### config.mk
export PLATFORM = sky130hd
export DESIGN_NAME = leb128_fetch
export DESIGN_NICKNAME = d
export VERILOG_FILES = /design/src/rtl/leb128_fetch_pkg.sv /design/src/rtl/leb128_fetch_step.sv /design/src/rtl/leb128_fetch.sv
export SDC_FILE = /design/constraint.sdc
export NUM_CORES = 1
export LEC_CHECK = 0
export CAP_MARGIN = 20
export CORE_MARGIN = 10
export CORE_UTILIZATION = 50
export CTS_CLUSTER_DIAMETER = 60
export DETAILED_ROUTE_END_ITERATION = 8
export PLACE_DENSITY = 0.76
export SYNTH_ARGS = -nofsm -noshare
export SYNTH_HDL_FRONTEND = slang
export SYNTH_SLANG_ARGS = --single-unit
export TNS_END_PERCENT = 100
### constraint.sdc
create_clock -name i_clk -period 5.17 [get_ports i_clk]
set_input_delay 0.517 -clock i_clk [delete_from_list [all_inputs] [get_ports i_clk]]
set_output_delay 0.517 -clock i_clk [all_outputs]
set_load 0.01 [all_outputs]
### src/rtl/leb128_fetch_pkg.sv
// Shared definitions for the LEB128 immediate fetch unit:
// FSM states, trap codes and per-width encoding limits.
package leb128_fetch_pkg;

   typedef enum logic [2:0] {
      ST_IDLE,
      ST_REQ,
      ST_WAIT,
      ST_DECODE,
      ST_DONE
   } state_t;

   localparam logic [3:0] TRAP_NONE         = 4'd0;
   localparam logic [3:0] TRAP_MEM          = 4'd1;
   localparam logic [3:0] TRAP_LEB_OVERLONG = 4'd2;
   localparam logic [3:0] TRAP_NO_64B       = 4'd3;

   localparam logic [3:0] MAXLEN_32 = 4'd5;
   localparam logic [3:0] MAXLEN_64 = 4'd10;

   function automatic logic [3:0] maxlen(input logic is_64);
      return is_64 ? MAXLEN_64 : MAXLEN_32;
   endfunction

endpackage

### src/rtl/leb128_fetch_step.sv
// One LEB128 byte: merge 7 payload bits at position 7k, and on the
// terminating byte apply optional sign extension and width masking.
module leb128_step (
   input  logic [63:0] i_acc,
   input  logic [7:0]  i_byte,
   input  logic [3:0]  i_k,
   input  logic        i_signed,
   input  logic        i_is64,
   output logic [63:0] o_acc,
   output logic        o_term
);

   logic [6:0]  w_shift;
   logic [6:0]  w_bits;
   logic [6:0]  w_width;
   logic [63:0] w_part;
   logic [63:0] w_sum;
   logic [63:0] w_fill;
   logic [63:0] w_ext;

   always_comb begin
      w_shift = {3'b000, i_k} * 7'd7;
      w_bits  = w_shift + 7'd7;
      w_width = i_is64 ? 7'd64 : 7'd32;
      w_part  = {57'b0, i_byte[6:0]} << w_shift;
      w_sum   = i_acc | w_part;
      w_fill  = ~64'b0 << w_bits;
      o_term  = ~i_byte[7];
      w_ext   = w_sum;
      if (o_term && i_signed && i_byte[6] && (w_bits < w_width))
         w_ext = w_sum | w_fill;
      // payload bits landing above the result width are dropped here
      o_acc = i_is64 ? w_ext : {32'b0, w_ext[31:0]};
   end

endmodule

### src/rtl/leb128_fetch.sv
// LEB128 immediate fetch: reads a byte window from ROM and decodes a
// signed/unsigned 32/64-bit immediate one byte per cycle.
import leb128_fetch_pkg::*;

module leb128_fetch #(
   parameter int MEM_DEPTH = 4,
   parameter int MEM_EXTRA = 4,
   parameter bit USE_64B   = 1'b1
) (
   input  logic                     i_clk,
   input  logic                     i_reset,
   input  logic                     i_start,
   input  logic [MEM_DEPTH:0]       i_pc,
   input  logic                     i_is_signed,
   input  logic                     i_is_64,
   output logic                     o_busy,
   output logic                     o_done,
   output logic [63:0]              o_value,
   output logic [3:0]               o_length,
   output logic [MEM_DEPTH:0]       o_next_pc,
   output logic [3:0]               o_trap,
   output logic [MEM_DEPTH:0]       o_mem_addr,
   output logic [MEM_EXTRA-1:0]     o_mem_extra,
   input  logic [(2**MEM_EXTRA)*8-1:0] i_mem_data,
   input  logic                     i_mem_error
);

   localparam int AW    = MEM_DEPTH + 1;
   localparam int WIN_W = (2**MEM_EXTRA) * 8;

   state_t           r_state;
   state_t           w_state_nx;
   logic [AW-1:0]    r_pc;
   logic             r_signed;
   logic             r_is64;
   logic [WIN_W-1:0] r_win;
   logic [63:0]      r_acc;
   logic [3:0]       r_k;
   logic [63:0]      r_value;
   logic [3:0]       r_length;
   logic [AW-1:0]    r_next_pc;
   logic [3:0]       r_trap;

   logic [3:0]       w_maxlen;
   logic             w_no64;
   logic             w_last;
   logic [3:0]       w_len;
   logic [63:0]      w_acc_nx;
   logic             w_term;

   assign w_maxlen = maxlen(r_is64);
   assign w_no64   = r_is64 && !USE_64B;
   assign w_last   = (r_k == w_maxlen - 4'd1);
   assign w_len    = r_k + 4'd1;

   leb128_step u_step (
      .i_acc    (r_acc),
      .i_byte   (r_win[7:0]),
      .i_k      (r_k),
      .i_signed (r_signed),
      .i_is64   (r_is64),
      .o_acc    (w_acc_nx),
      .o_term   (w_term)
   );

   always_comb begin
      w_state_nx  = r_state;
      o_mem_addr  = '0;
      o_mem_extra = '0;
      unique case (r_state)
         ST_IDLE:   if (i_start) w_state_nx = ST_REQ;
         ST_REQ: begin
            if (w_no64) begin
               w_state_nx = ST_DONE;
            end else begin
               w_state_nx  = ST_WAIT;
               o_mem_addr  = r_pc;
               o_mem_extra = MEM_EXTRA'(w_maxlen - 4'd1);
            end
         end
         ST_WAIT:   w_state_nx = i_mem_error ? ST_DONE : ST_DECODE;
         ST_DECODE: if (w_term || w_last) w_state_nx = ST_DONE;
         ST_DONE:   w_state_nx = ST_IDLE;
         default:   w_state_nx = ST_IDLE;
      endcase
   end

   always_ff @(posedge i_clk) begin
      if (i_reset) begin
         r_state   <= ST_IDLE;
         r_pc      <= '0;
         r_signed  <= 1'b0;
         r_is64    <= 1'b0;
         r_win     <= '0;
         r_acc     <= '0;
         r_k       <= '0;
         r_value   <= '0;
         r_length  <= '0;
         r_next_pc <= '0;
         r_trap    <= TRAP_NONE;
      end else begin
         r_state <= w_state_nx;
         unique case (r_state)
            ST_IDLE: begin
               if (i_start) begin
                  r_pc     <= i_pc;
                  r_signed <= i_is_signed;
                  r_is64   <= i_is_64;
                  r_acc    <= '0;
                  r_k      <= '0;
               end
            end
            ST_REQ: begin
               if (w_no64) begin
                  r_value   <= '0;
                  r_length  <= '0;
                  r_next_pc <= r_pc;
                  r_trap    <= TRAP_NO_64B;
               end
            end
            ST_WAIT: begin
               r_win <= i_mem_data;
               if (i_mem_error) begin
                  r_value   <= '0;
                  r_length  <= '0;
                  r_next_pc <= r_pc;
                  r_trap    <= TRAP_MEM;
               end
            end
            ST_DECODE: begin
               r_acc <= w_acc_nx;
               r_win <= r_win >> 8;
               r_k   <= w_len;
               if (w_term) begin
                  r_value   <= w_acc_nx;
                  r_length  <= w_len;
                  r_next_pc <= r_pc + AW'(w_len);
                  r_trap    <= TRAP_NONE;
               end else if (w_last) begin
                  r_value   <= '0;
                  r_length  <= '0;
                  r_next_pc <= r_pc;
                  r_trap    <= TRAP_LEB_OVERLONG;
               end
            end
            default: ;
         endcase
      end
   end

   assign o_busy    = (r_state != ST_IDLE);
   assign o_done    = (r_state == ST_DONE);
   assign o_value   = r_value;
   assign o_length  = r_length;
   assign o_next_pc = r_next_pc;
   assign o_trap    = r_trap;

endmodule

---- After elaboration in Yosys (flattened, before gate mapping) ----
Index checks and enable logic that the tools add are counted.
storage, ports and cells
  output and inout bits ................... 88
  bits of input ports ..................... 139
  register bits ........................... 283
cells by class
  muxes and demuxes ....................... 31
  bitwise operators ....................... 3
  add/subtract/negate cells ............... 4
  $lt $le $gt $ge ......................... 1
  reduce and logical (&&, ||, !) cells .... 12
  equal/unequal tests ..................... 9
  shifts and indexed selects .............. 2
  multipliers ............................. 1
operator list
  kind                   count
  $mux 64                6
  $pmux 128 s2           1
  $pmux 64 s2            2
  $or 64x64->64          2
  $shl 64x7->64 const A  1
  $shl 7x7->64           1
  $mux 4                 9
  $pmux 4 s2             3
  $mux 5                 4
  $pmux 3 s4             1
  $pmux 5 s2             1
  $mux 3                 3
  $add 7x3->7 const B    1
  $lt 7x7->1             1
  $mul 4x3->7 const B    1
  $mux 7                 1
  $eq 3x2->1 const B     2
  $ne 2x2->1 const B     3
  $reduce_and 2->1       3
  $add 5x4->5            1
  $add 4x1->4 const B    1
  $eq 4x4->1             1
  $reduce_bool 2->1      2
  $sub 4x1->4 const B    1
  other kinds (9)        11

---- Logic depth before layout (Yosys ltp) ----
  word-level depth ........................ 8
  depth in mapped cells ................... 17

---- Modules after synthesis ----
From an unflattened synthesis, not the netlist that was laid out.
unflattened totals
  cells, all modules ...................... 1565
  area, all modules ....................... 13216.4 sq um
modules (own cells, without submodules)
  module        area an instance (sq um)  cells each  times used  seq. area each (sq um)
  leb128_fetch  11174.5                   1228        1           5625.4
  leb128_step   2042.0                    337         1           0.0

---- Worst setup path after synthesis ----
OpenSTA, ideal clock, no wires.
  path type ............................... register -> register
  start point ............................. register r_k[0]
  end point ............................... register r_value[5] (netlist: o_value[5])
  path slack .............................. 526 ps
  period minus slack after synthesis ...... 4644 ps
  path buffers ............................ 2
  cell stages (with the launch flop) ...... 18
  arrival ................................. 4568 ps
  cells stage by stage .................... dfxtp_1 clkbuf_1 inv_1 ha_1 xor2_1 xnor2_1 ha_1 a211oi_1 nor2_1 a211o_1 ha_1 nor4bb_1 nand3_1 mux2_2 a211oi_4 nand3_2 buf_2 o22ai_1
on the way
  longest elaborated chain between the ends .. 8
  elaborated cells on any way between the ends .. 15
ends and longest elaborated chain
  item                                                       RTL line                                          RTL
  start: declaration                                         leb128_fetch.sv:38                                logic [3:0] r_k;
  start signal: assignment                                   leb128_fetch.sv:133                               r_k <= w_len;
  $mul 4x3->7                                                leb128_fetch_step.sv:22                           w_shift = {3'b000, i_k} * 7'd7;
  $add 7x3->7 / $shl 7x7->64 (equally long branches)         leb128_fetch_step.sv:23, leb128_fetch_step.sv:25
  $shl 64x7->64 (tied with other cells)                      leb128_fetch_step.sv:27                           w_fill = ~64'b0 << w_bits;
  $or 64x64->64 / $logic_and 1x1->1 (equally long branches)  leb128_fetch_step.sv:31, leb128_fetch_step.sv:30
  $mux 64                                                    leb128_fetch_step.sv:30                           if (o_term && i_signed && i_byte[6] && (w_bits < w_width))
  $mux 64                                                    leb128_fetch_step.sv:33                           o_acc = i_is64 ? w_ext : {32'b0, w_ext[31:0]};
  $mux 64                                                    leb128_fetch.sv:134                               if (w_term) begin
  $pmux 64 s2                                                leb128_fetch.sv:103                               unique case (r_state)
  end signal: assignment                                     leb128_fetch.sv:135                               r_value <= w_acc_nx;
  end: declaration                                           leb128_fetch.sv:39                                logic [63:0] r_value;
Several ways; a longest one is shown, not always the timed one.
A chain may end at the register's enable or synchronous reset.

---- Final worst setup path ----
  start point ............................. register r_k[1]
  end point ............................... register r_acc[26]
on the way
  longest elaborated chain between the ends .. 7
  elaborated cells on any way between the ends .. 11
ends and longest elaborated chain
  item                                                       RTL line                                          RTL
  $mul 4x3->7 *                                              leb128_fetch_step.sv:22
  $add 7x3->7 / $shl 7x7->64 (equally long branches)         leb128_fetch_step.sv:23, leb128_fetch_step.sv:25
  $shl 64x7->64 (tied with other cells)                      leb128_fetch_step.sv:27
  $or 64x64->64 / $logic_and 1x1->1 (equally long branches)  leb128_fetch_step.sv:31, leb128_fetch_step.sv:30
  $mux 64 *                                                  leb128_fetch_step.sv:30
  $mux 64 *                                                  leb128_fetch_step.sv:33
  $pmux 64 s2 *                                              leb128_fetch.sv:103
  end signal: assignment                                     leb128_fetch.sv:131                               r_acc <= w_acc_nx;
  end: declaration                                           leb128_fetch.sv:37                                logic [63:0] r_acc;
Mark *: on every way between the ends. The rest lies on a longest branch, timed or not.

==> flow_metrics.tcl <==
set metrics [dict create \
    status "finished clean" \
    grt_max_degree 250 \
    cp.arrival_ns 5.25 \
    p_leak_nw 5.37 \
    die-area_sq_mm 0.0325 \
    grt_pass1_vias 11500 \
    async_flop_share 0 \
    route.detailed.drc 0 \
    wl_per_cell_um 19.9 \
    crit_path_end_kind "flip-flop" \
    grt_pass1_wl_um 62500 \
    synth_area_sq_mm 0.0129 \
    syn2layout_area_growth_pct 26.6 \
    dr_total_vias 12000 \
    wl_met3_um 3980 \
    nets 1809 \
    cts_root_buf "clkbuf_16" \
    io_pins 227 \
    dr_wl_met2_um 18400 \
    htreeDepth 1 \
    cp_top_family "compound AO/OA/AOI/OAI gates" \
    clock_sinks 281 \
    hold_buffers 0 \
    initial_core_util 0.509 \
    grt-ovfl-total 0 \
    r2r-start "r_k[1]" \
    drive_above_1_share 0.0610 \
    antenna_cells 0 \
    wl_um 39700 \
    wl_met1_um 16000 \
    die_x_um 180 \
    setup_violations 0 \
    crit_fanout 26 \
    cp.required_ns 5.62 \
    yosys.area.top_type "dfxtp_1" \
    clockBufferDepth 3 \
    clkLatencyLatePin_ns 0.56 \
    drv_slew 0 \
    std_cell_rows 58 \
    hold_class "flip-flop to flip-flop" \
    antenna_found_initial 2 \
    worstSetupPathType "flip-flop to flip-flop" \
    vias_per_cell 5.99 \
    layout_common_cells "dfxtp_1 (280), clkdlybuf4s50_1 (222), nor2_1 (190)" \
    final_antenna_net_count 0 \
    p_per_area_mw_per_mm2 312 \
    dr.first_iter.drc_count 1315 \
    ys_seq_area_frac 0.438 \
    drv_cap 0 \
    cts_buffers 30 \
    worstPathCellList "inv_1 -> ha_1 -> xor2_2 -> xnor2_1 -> ha_1 -> a211oi_1 -> nor2_1 -> a211o_1 -> ha_1 -> nor4bb_2 -> nand2_1 -> mux2_2 -> a211oi_4 -> buf_4 -> o21ai_0 -> a311oi_1" \
    syn_inst 1500 \
    crit_path_start "r_k[1]" \
    core_region_area_sq_mm 0.0253 \
    synth_top_cell_area_share 0.438 \
    hpwl_um 26700 \
    route.top_layer_used "met5" \
    worstMarginPinSlew_ns 1.15 \
    fin_skew_ns 0.0232 \
    ys.flop_type "dfxtp_1" \
    max_freq_ghz 0.208 \
    yosys_warnings 0 \
    place_ws_ns 0.0881 \
    crit_path_frequent_cell "ha_1" \
    synth_edf_count 0 \
    gp_congestion 0.880 \
    ys_ff_latch 281 \
    cp-start-kind "flip-flop" \
    ir_drop_mv 0.261 \
    synthDistinctLibCells 52 \
    slew_headroom 0.224 \
    worstHoldStart "r_win[127]" \
    p_total_mw 5.07 \
    portBuffers 223 \
    synthTopCellsByArea "dfxtp_1 (44%), mux2i_1 (9.4%), a211oi_1 (8.3%)" \
    slowest_stage "ha_1" \
    critPathBufInv 2 \
    timing.setup.tns_ns 0 \
    rsz0062_at_grt "no" \
    fp.dieH_um 180 \
    cts_tree "built" \
    slowest_delay_ns 0.47 \
    path_clk_slew_ns 0.06 \
    period_minus_slack_ns 4.80 \
    avgSynthCellArea_sq_um 8.57 \
    first_pass_iters 5 \
    grt_usage 0.228 \
    setup_ws_ns 0.372 \
    final_hold_viol_count 0 \
    post-route-period-util 0.928 \
    layout_commonest_cell "dfxtp_1" \
]
## final timing paths
path / slack (ns) / depth (start not counted) / to
max reg2reg: 0.37 / 16 / r_acc[26]
min: 0.45 / 2 / r_win[127]
max: 0.37 / 16 / r_acc[26]
min reg2reg: 0.45 / 2 / r_win[127]
## per-stage QoR
step                      cells  area (sq um)  utilization  hold WS [ns]
final                      2001         16300        0.645         0.450
after global routing       2001         16300        0.645         0.470
after global placement     1941         15200        0.602         0.434
after detailed placement   1943         15200        0.603         0.445
after CTS                  1999         16200        0.643         0.453
after floorplan            1502         12900            -         0.432
## synth_stat cells (all sizes together) (2+ instances only)
library cell / number
nor3b: 2
ha: 19
nor2b: 6
nor3: 43
nand3b: 9
o21ai: 47
a21o: 13
a31oi: 7
nor4: 4
nand4: 5
o31ai: 2
dfxtp: 281
a21oi: 186
nand3: 24
xnor2: 8
a22oi: 8
a211oi: 143
nand2b: 10
nand2: 104
a221oi: 21
inv: 14
and2: 9
o311a: 5
o21a: 2
clkbuf: 120
a311oi: 21
o22ai: 22
or2: 3
a211o: 2
buf: 23
a221o: 4
nor2: 192
mux2i: 121
xor2: 5
fa: 4
## cells by family after synthesis
group | count (synthesis) | share of synthesized area
flip-flops | 281 | 0.438
multiplexers | 122 | 0.0951
XOR/XNOR | 13 | 0.00886
AND/OR/NAND/NOR | 417 | 0.141
other | 1 | 0.000292
AO/OA/AOI/OAI | 486 | 0.243
buffers and inverters | 157 | 0.0489
adder cells (fa/ha/maj) | 23 | 0.0247
## sequential cells by signal, summed over array words and instances, names as in the netlist
register and count:
o_value 64, r_win 128, r_pc 5, o_length 4
o_next_pc 5, r_state 3, r_acc 64, o_trap 2
r_signed 1, r_is64 1, r_k 4
## worst register-to-register path, stage by stage (launching register included)
cell	delay [ns]
dfxtp_1	0.32
inv_1	0.13
ha_1	0.48
xor2_2	0.35
xnor2_1	0.22
ha_1	0.32
a211oi_1	0.37
nor2_1	0.10
a211o_1	0.35
ha_1	0.23
nor4bb_2	0.38
nand2_1	0.12
mux2_2	0.33
a211oi_4	0.20
buf_4	0.33
o21ai_0	0.19
a311oi_1	0.30
## report_power, final
part           internal [mW]  switching, mW  leakage [nW]
combinational          0.272          0.301          2.59
clock                   1.26          0.902         0.501
sequential              2.25         0.0852          2.28
## area by class of cell
class                      count  area [sq um]
clock buffer                  47           946
clock inverter                 9          61.3
fill                        2144          8970
inverter                      14          52.6
multi-input combinational   1064          6670
sequential                   281          5630
tap                          330           413
timing repair buffer         256          2510
## metal layers
layer | vias up | global-route usage
met5 | - | 0
met4 | 4 | 0.0689
met3 | 106 | 0.0679
met2 | 583 | 0.380
met1 | 5530 | 0.277
li1 | 5766 | -
## repair_timing
item | in CTS | in global routing
resized for setup | 0 | 4
buffers inserted | 0 | 0
endpoints found under the setup margin | 0 | 117
No activity file was read; power rests on OpenSTA's default activity.
